File: config.mk
export PLATFORM = sky130hd
export DESIGN_NAME = uart_rx
export DESIGN_NICKNAME = d
export VERILOG_FILES = /design/src/rtl/uart_rx.sv
export SDC_FILE = /design/constraint.sdc
export NUM_CORES = 1
export LEC_CHECK = 0
export CORE_UTILIZATION = 46
export CTS_CLUSTER_DIAMETER = 50
export DETAILED_ROUTE_END_ITERATION = 16
export GPL_TIMING_DRIVEN = 0
export PLACE_DENSITY = 0.75
export SYNTH_ARGS = -nofsm -noshare
export SYNTH_HDL_FRONTEND = slang
export SYNTH_SLANG_ARGS = --single-unit
File: constraint.sdc
create_clock -name clk -period 4.7 [get_ports clk]
set_clock_uncertainty 0.2 [all_clocks]
set_input_delay 0.94 -clock clk [delete_from_list [all_inputs] [get_ports clk]]
set_output_delay 0.94 -clock clk [all_outputs]
set_load 0.1 [all_outputs]
File: src/rtl/uart_rx.sv
// UART receiver: 2-flop input synchronizer, free-running oversample tick generator and
// 8N1 deframer. Define UART_RX_PARITY_EN to add an even-parity bit (8E1 framing).
module uart_rx #(
  parameter int DBIT    = 8,
  parameter int SB_TICK = 16,
  parameter int DVSR    = 163,
  parameter int DVSR_W  = 8
) (
  input  logic            clk,
  input  logic            reset,
  input  logic            rx,
  output logic [DBIT-1:0] dout,
  output logic            rx_done_tick,
  output logic            frame_err,
  output logic            parity_err
);

  localparam int N_W = (DBIT > 1) ? $clog2(DBIT) : 1;

  typedef enum logic [2:0] {
    IDLE,
    START,
    DATA,
    PARITY,
    STOP,
    BRK
  } state_e;

  logic              rx_meta_q, rx_s_q;
  logic [DVSR_W-1:0] cnt_q, cnt_d;
  logic              s_tick;

  state_e            state_q, state_d;
  logic [3:0]        s_q, s_d;
  logic [N_W-1:0]    n_q, n_d;
  logic [DBIT-1:0]   b_q, b_d;
  logic [DBIT-1:0]   dout_q, dout_d;
  logic              done_q, done_d;
  logic              ferr_q, ferr_d;
  logic              perr_q, perr_d;
  logic              par_bad_q, par_bad_d;

  // Sync flops come out of reset high so a reset never looks like a start edge.
  always_ff @(posedge clk or posedge reset) begin
    if (reset) begin
      rx_meta_q <= 1'b1;
      rx_s_q    <= 1'b1;
    end else begin
      rx_meta_q <= rx;
      rx_s_q    <= rx_meta_q;
    end
  end

  // Tick generator runs unconditionally; the FSM's s counter absorbs the phase.
  assign s_tick = (cnt_q == DVSR_W'(DVSR - 1));
  assign cnt_d  = s_tick ? '0 : cnt_q + DVSR_W'(1);

  always_ff @(posedge clk or posedge reset) begin
    if (reset) cnt_q <= '0;
    else       cnt_q <= cnt_d;
  end

  // NOTE: every comb output gets a default before the case, so no path infers a latch.
  always_comb begin
    state_d   = state_q;
    s_d       = s_q;
    n_d       = n_q;
    b_d       = b_q;
    dout_d    = dout_q;
    done_d    = 1'b0;
    ferr_d    = 1'b0;
    perr_d    = 1'b0;
    par_bad_d = par_bad_q;

    case (state_q)
      IDLE: begin
        if (!rx_s_q) begin
          state_d = START;
          s_d     = '0;
        end
      end

      START: begin
        if (s_tick) begin
          if (s_q == 4'd7) begin
            if (!rx_s_q) begin
              state_d = DATA;
              s_d     = '0;
              n_d     = '0;
            end else begin
              state_d = IDLE;
            end
          end else begin
            s_d = s_q + 4'd1;
          end
        end
      end

      DATA: begin
        if (s_tick) begin
          if (s_q == 4'd15) begin
            b_d = {rx_s_q, b_q[DBIT-1:1]};
            s_d = '0;
            if (n_q == N_W'(DBIT - 1)) begin
`ifdef UART_RX_PARITY_EN
              state_d = PARITY;
`else
              state_d = STOP;
`endif
            end else begin
              n_d = n_q + N_W'(1);
            end
          end else begin
            s_d = s_q + 4'd1;
          end
        end
      end

`ifdef UART_RX_PARITY_EN
      PARITY: begin
        if (s_tick) begin
          if (s_q == 4'd15) begin
            par_bad_d = (^b_q) ^ rx_s_q;
            s_d       = '0;
            state_d   = STOP;
          end else begin
            s_d = s_q + 4'd1;
          end
        end
      end
`endif

      STOP: begin
        if (s_tick) begin
          if (s_q == 4'(SB_TICK - 1)) begin
            if (rx_s_q) begin
              state_d = IDLE;
              if (par_bad_q) begin
                perr_d = 1'b1;
              end else begin
                done_d = 1'b1;
                dout_d = b_q;
              end
            end else begin
              // A low stop bit is reported once; BRK waits out a held-low line.
              ferr_d  = 1'b1;
              state_d = BRK;
            end
          end else begin
            s_d = s_q + 4'd1;
          end
        end
      end

      BRK: begin
        if (rx_s_q) state_d = IDLE;
      end

      default: state_d = IDLE;
    endcase
  end

  // NOTE: sequential state uses non-blocking assignments so all flops update together.
  always_ff @(posedge clk or posedge reset) begin
    if (reset) begin
      state_q   <= IDLE;
      s_q       <= '0;
      n_q       <= '0;
      b_q       <= '0;
      dout_q    <= '0;
      done_q    <= 1'b0;
      ferr_q    <= 1'b0;
      perr_q    <= 1'b0;
      par_bad_q <= 1'b0;
    end else begin
      state_q   <= state_d;
      s_q       <= s_d;
      n_q       <= n_d;
      b_q       <= b_d;
      dout_q    <= dout_d;
      done_q    <= done_d;
      ferr_q    <= ferr_d;
      perr_q    <= perr_d;
      par_bad_q <= par_bad_d;
    end
  end

  assign dout         = dout_q;
  assign rx_done_tick = done_q;
  assign frame_err    = ferr_q;
`ifdef UART_RX_PARITY_EN
  assign parity_err   = perr_q;
`else
  assign parity_err   = 1'b0;
  logic unused_perr;
  assign unused_perr  = perr_q ^ par_bad_q;
`endif

endmodule

==> results of run 1 <==
through the flow:
stage,std cells,setup WS [ns]
after floorplan,176,2.67
after global placement,238,1.95
after detailed placement,238,1.90
after CTS,246,1.75
after global routing,246,1.71
final,246,1.76
cell usage after synthesis, drive strengths merged, types with 3 or more instances:
master and count:
clkbuf 4, nand3 6, o21ai 10, nor2 12, or3 3, nand2 6, nor3 5, a31oi 3
mux2 19, dfrtp 36, buf 6, inv 6, xnor2 6, ha 5, nor3b 4
worst max path at each step:
stage | end | start | slack, ns | cells past startpoint
final | dout[6] | dout[6]$_DFFE_PP0P_ | 1.76 | 1
after global routing | dout[6] | dout[6]$_DFFE_PP0P_ | 1.71 | 1
after CTS | dout[6] | dout[6]$_DFFE_PP0P_ | 1.75 | 1
after detailed placement | s_q[3]$_DFFE_PP0P_ | reset | 1.90 | 2
after global placement | dout[6]$_DFFE_PP0P_ | reset | 1.95 | 2
after floorplan | dout[0] | dout[0]$_DFFE_PP0P_ | 2.67 | 0
cell usage in the layout, fill, tap and decap left out, types with 3 or more instances in the layout:
| cell type | n |
|---|---|
| buf_2 | 3 |
| ha_1 | 5 |
| nand2_1 | 6 |
| a31oi_1 | 3 |
| nor3b_1 | 4 |
| inv_1 | 5 |
| nor3_1 | 3 |
| clkdlybuf4s50_1 | 12 |
| or3_1 | 3 |
| nand3_1 | 5 |
| nor2_1 | 12 |
| xnor2_1 | 6 |
| o21ai_0 | 10 |
| dfrtp_1 | 36 |
| clkbuf_8 | 5 |
| mux2_2 | 19 |
power breakdown:
group | switching, mW | total [mW] | leakage (nW) | internal, mW
Combinational | 0.0124 | 0.0158 | 0.505 | 0.00344
Sequential | 0.000279 | 0.329 | 0.505 | 0.328
Clock | 0.118 | 0.330 | 0.0683 | 0.213
per-layer routing:
metal / vias to the layer above / track usage [%]
met5: - / 0
met4: 0 / 11.2
met3: 6 / 5.74
met2: 44 / 31.0
met1: 717 / 24.8
li1: 688 / -
cell families (layout without fill, tap and decap cells):
family,after synthesis,count (layout),share of synthesized area [%]
xor+xnor,6,6,2.68
buf+inv,16,36,4.14
mux,20,20,11.4
compound gates,39,39,14.3
fa+ha+maj,5,5,3.18
flops,38,38,48.5
simple gates,51,51,15.6
other cells,1,1,0.191
flip-flops by register name (all words and copies together), names as in the netlist:
signal / cells
b_q: 8
cnt_q: 8
dout: 8
frame_err: 1
n_q: 3
rx_done_tick: 1
rx_meta_q: 1
rx_s_q: 1
s_q: 4
state_q: 3
cell type report:
| cell class | instances | share of cell area (%) |
|---|---|---|
| buffer | 10 | 2.57 |
| clock inverter | 3 | 3.01 |
| clock buffer | 5 | 3.01 |
| tap | 50 | 2.74 |
| timing repair buffer | 12 | 5.26 |
| sequential | 38 | 41.7 |
| multi-input combinational | 122 | 40.7 |
| inverter | 6 | 0.986 |
==> impl_metrics.json, run 1 <==
{
  "die_area_mm2": 0.00454,
  "drtAntennaViolNets": 0,
  "synth_largest_area_cell": "dfrtp_1",
  "holdBufCountCts": 0,
  "met2_length_um": 1800,
  "criticalPathCategory": "flip-flop to output pin",
  "yosysWarnings": 0,
  "initial_core_util_pct": 48.4,
  "seq_area_um2": 953,
  "p_total_uw": 675,
  "drive_gt1_share_pct": 21.9,
  "path_buf_inv": 1,
  "hold_viol": 0,
  "multi_input_area_um2": 930,
  "clk_pin_slew_worst_paths_ns": 0.08,
  "r2r_end": "b_q[0]$_DFFE_PP0P_",
  "critPathTopFamily": "buffers and inverters",
  "power.density_mw_per_mm2": 295,
  "dpl_cell_area_mm2": 0.00215,
  "grt_max_degree": 39,
  "wl_met1_um": 1710,
  "critPathLaunchType": "flip-flop",
  "required_ns": 3.56,
  "synthesis.nets": 184,
  "routed.top_layer": "met4",
  "seq_area_frac_synth_pct": 48.5,
  "fin_util_pct": 56.3,
  "gp_congestion": 0.892,
  "first_pass_iters": 4,
  "worstPathArrival_ns": 1.80,
  "antenna_found_initial": 0,
  "fin_crit_ns": 2.94,
  "fillers": 338,
  "dp_hpwl_um": 2700,
  "synth_top_area_share_pct": 45.9,
  "rsz0062_at_grt": "false",
  "postCtsResizedCells": 0,
  "setup_tns_ns": 0,
  "met3WireLength_um": 179,
  "io_pins": 14,
  "track_usage_pct": 19.9,
  "crit_path_end_kind": "output pin",
  "fmax_mhz": 341,
  "via_per_inst": 5.91,
  "p_leak_nw": 1.08,
  "setup_violations": 0,
  "whs_ns": 0.158,
  "clockBufferDepth": 2,
  "synth_cell_types": 54,
  "die_height_um": 67.4,
  "avgSynthCellArea_um2": 11.2,
  "crit_chain": "clkdlybuf4s50_1",
  "synth_seq_cells": 38,
  "coreArea_mm2": 0.00406,
  "htreeDepth": 2,
  "outcome": "completed",
  "finalInstanceArea_mm2": 0.00228,
  "r2r_setup_slack_ns": 2.42,
  "syn_to_final_growth_pct": 16.3,
  "die_w_um": 67.4,
  "finalCritPeriodShare_pct": 62.5,
  "drt_first_iter_violations": 72,
  "crit_path_max_fanout": 2,
  "avgRoutedWirePerCell_um": 15.4,
  "vdd_drop_max_v": 0.000226,
  "fp-row-count": 23,
  "tightest_slew_ns": 0.968,
  "route.detailed.drc": 0,
  "synth_edf_count": 0,
  "grt-ovfl-total": 0,
  "post_cts_buffers": 0,
  "syn_area_mm2": 0.00196,
  "portBuffers": 12,
  "clk_latency_ns": 0.30,
  "nNetsFinal": 203,
  "grt_pass1_vias": 1430,
  "cap_violations": 0,
  "cts_tree": "done",
  "synthCells": 176,
  "hp-class": "flip-flop to flip-flop",
  "reg2reg_depth": 6,
  "cts-root-buf": "clkbuf_8",
  "grt_pass1_wl_um": 6560,
  "hold_start": "rx_meta_q$_DFF_PP1_",
  "dr_total_vias": 1455,
  "ys_async_sr_fraction_pct": 100,
  "cts_num_sinks": 38,
  "maxSlewHeadroom_pct": 35.2,
  "synth_ff_type": "dfrtp_1",
  "holdPathStages": 0,
  "slowest_delay_ns": 1.14,
  "slew_viol_final": 0,
  "cp_slowest_cell": "clkdlybuf4s50_1",
  "numCtsBuffers": 5,
  "diodes": 0,
  "hold_end": "rx_s_q$_DFF_PP1_",
  "wl_um": 3780,
  "reg2reg_from": "cnt_q[0]$_DFF_PP0_",
  "synth_area_leaders": "dfrtp_1, mux2_2, ha_1"
}
Note: power is estimated with default switching activity, not from simulation.
==> run 2, diff against run 1 <==
--- a/config.mk
+++ b/config.mk
@@ -9,7 +9,7 @@
 export CTS_CLUSTER_DIAMETER = 50
 export DETAILED_ROUTE_END_ITERATION = 16
 export GPL_TIMING_DRIVEN = 0
-export PLACE_DENSITY = 0.75
+export PLACE_DENSITY = 0.77
 export SYNTH_ARGS = -nofsm -noshare
 export SYNTH_HDL_FRONTEND = slang
 export SYNTH_SLANG_ARGS = --single-unit
==> constraint.sdc (replaced) <==
create_clock -name clk -period 2.4 [get_ports clk]
set_clock_uncertainty 0.2 [all_clocks]
set_input_delay 0.48 -clock clk [delete_from_list [all_inputs] [get_ports clk]]
set_output_delay 0.48 -clock clk [all_outputs]
set_load 0.1 [all_outputs]
==> impl_metrics.json, run 2 (synthesis gave the netlist of run 1 again) <==
{
  "cts_tree": "done",
  "avgRoutedWirePerCell_um": 14.6,
  "worstPathArrival_ns": 2.24,
  "slowest_delay_ns": 0.41,
  "track_usage_pct": 17.8,
  "initial_core_util_pct": 48.4,
  "crit_path_max_fanout": 9,
  "portBuffers": 12,
  "syn_to_final_growth_pct": 15.9,
  "mostFrequentLayoutCells": "dfrtp_1, mux2_2, nor2_1",
  "clk_latency_ns": 0.29,
  "fin_crit_ns": 2.27,
  "nNetsFinal": 203,
  "power.density_mw_per_mm2": 581,
  "multi_input_area_um2": 935,
  "holdBufCountCts": 0,
  "met2_length_um": 1760,
  "hold_viol": 0,
  "grt_pass1_wl_um": 6090,
  "gp_congestion": 0.866,
  "fmax_mhz": 441,
  "wl_met1_um": 1640,
  "route.detailed.drc": 0,
  "tightest_slew_ns": 0.953,
  "cts-root-buf": "clkbuf_8",
  "first_pass_iters": 4,
  "rsz0062_at_grt": "false",
  "critPathLaunchType": "flip-flop",
  "htreeDepth": 2,
  "clk_pin_slew_worst_paths_ns": 0.08,
  "diodes": 0,
  "io_pins": 14,
  "criticalPathCategory": "flip-flop to flip-flop",
  "crit_path_end_kind": "flip-flop",
  "finalCritPeriodShare_pct": 94.4,
  "antenna_found_initial": 0,
  "routed.top_layer": "met4",
  "drtAntennaViolNets": 0,
  "met3WireLength_um": 130,
  "critPathTopFamily": "simple AND/OR/NAND/NOR gates",
  "p_leak_nw": 1.13,
  "path_buf_inv": 0,
  "maxSlewHeadroom_pct": 36.7,
  "fillers": 339,
  "via_per_inst": 5.84,
  "dp_hpwl_um": 2520,
  "die_area_mm2": 0.00454,
  "setup_violations": 0,
  "dr_total_vias": 1436,
  "seq_area_um2": 953,
  "slew_viol_final": 0,
  "numCtsBuffers": 5,
  "drt_first_iter_violations": 80,
  "grt_max_degree": 39,
  "fp-row-count": 23,
  "p_total_mw": 1.32,
  "coreArea_mm2": 0.00406,
  "die_w_um": 67.4,
  "wl_um": 3590,
  "cp_slowest_cell": "dfrtp_1",
  "grt_pass1_vias": 1368,
  "cts_num_sinks": 38,
  "cap_violations": 0,
  "clockBufferDepth": 2,
  "drive_gt1_share_pct": 22.4,
  "grt-ovfl-total": 0,
  "hp-class": "flip-flop to flip-flop",
  "final_common_cell": "dfrtp_1",
  "crit_chain": "ha_1, nand3_1, nor3_2, nand3_2, mux2_2",
  "vdd_drop_max_v": 0.000512,
  "die_height_um": 67.4,
  "setup_tns_ns": 0,
  "required_ns": 2.37,
  "outcome": "completed"
}
run 2: changes by cell type in the layout (fill, tap and decap cells not counted):
cell,delta
nor3b_2,+1
dlygate4sd2_1,+10
nor3b_1,-1
clkdlybuf4s50_1,-10
run 2: final timing paths:
kind	start	to	slack (ns)	cells after the start
worst max register to register	s_q[0]$_DFFE_PP0P_	dout[1]$_DFFE_PP0P_	0.13	5
min in group asynchronous	reset	s_q[2]$_DFFE_PP0P_	0.45	2
max in group asynchronous	reset	rx_done_tick$_DFF_PP0_	1.06	2
worst min-delay path	rx_meta_q$_DFF_PP1_	rx_s_q$_DFF_PP1_	0.16	0
worst min register to register	rx_meta_q$_DFF_PP1_	rx_s_q$_DFF_PP1_	0.16	0
worst max-delay path	s_q[0]$_DFFE_PP0P_	dout[1]$_DFFE_PP0P_	0.13	5
run 2: cell type report:
type                       instances  share of cell area, %
inverter                           6                  0.989
tap                               50                   2.75
buffer                            10                   2.58
multi-input combinational        122                   41.0
sequential                        38                   41.9
clock inverter                     3                   3.02
clock buffer                       5                   3.02
timing repair buffer              12                   4.73
run 2: what timing repair did:
item | in CTS | in global routing
gates resized for setup | 10 | 1
setup buffers | 0 | 0
endpoints found under the setup margin | 10 | 1
run 2: worst reg2reg max path: stages, from the launching register on:
cell     delay (ns)
dfrtp_1        0.41
ha_1           0.32
nand3_1        0.30
nor3_2         0.31
nand3_2        0.26
mux2_2         0.36
run 2: layer usage:
metal  track usage (%)  up-vias
met2              27.9       36
met3              2.70        5
met4              8.24        0
met5                 0        -
met1              24.1      709
li1                  -      686
run 2: per-stage QoR:
stage	hold slack [ns]	cell area [um^2]	utilization, %	std cells	setup WS, ns
2_1_floorplan	0.145	1960	-	176	0.404
3_3_place_gp	0.147	2150	52.9	238	0.0751
3_5_place_dp	0.149	2150	52.9	238	0.145
4_1_cts	0.161	2270	56.0	246	0.117
5_1_grt	0.167	2280	56.1	246	0.0182
6_report	0.159	2280	56.1	246	0.134
run 2: report_power, final:
part	internal, mW	switching, mW	total [mW]
Combinational	0.00673	0.0245	0.0312
Clock	0.416	0.231	0.648
Sequential	0.643	0.000610	0.643
Total	1.07	0.257	1.32
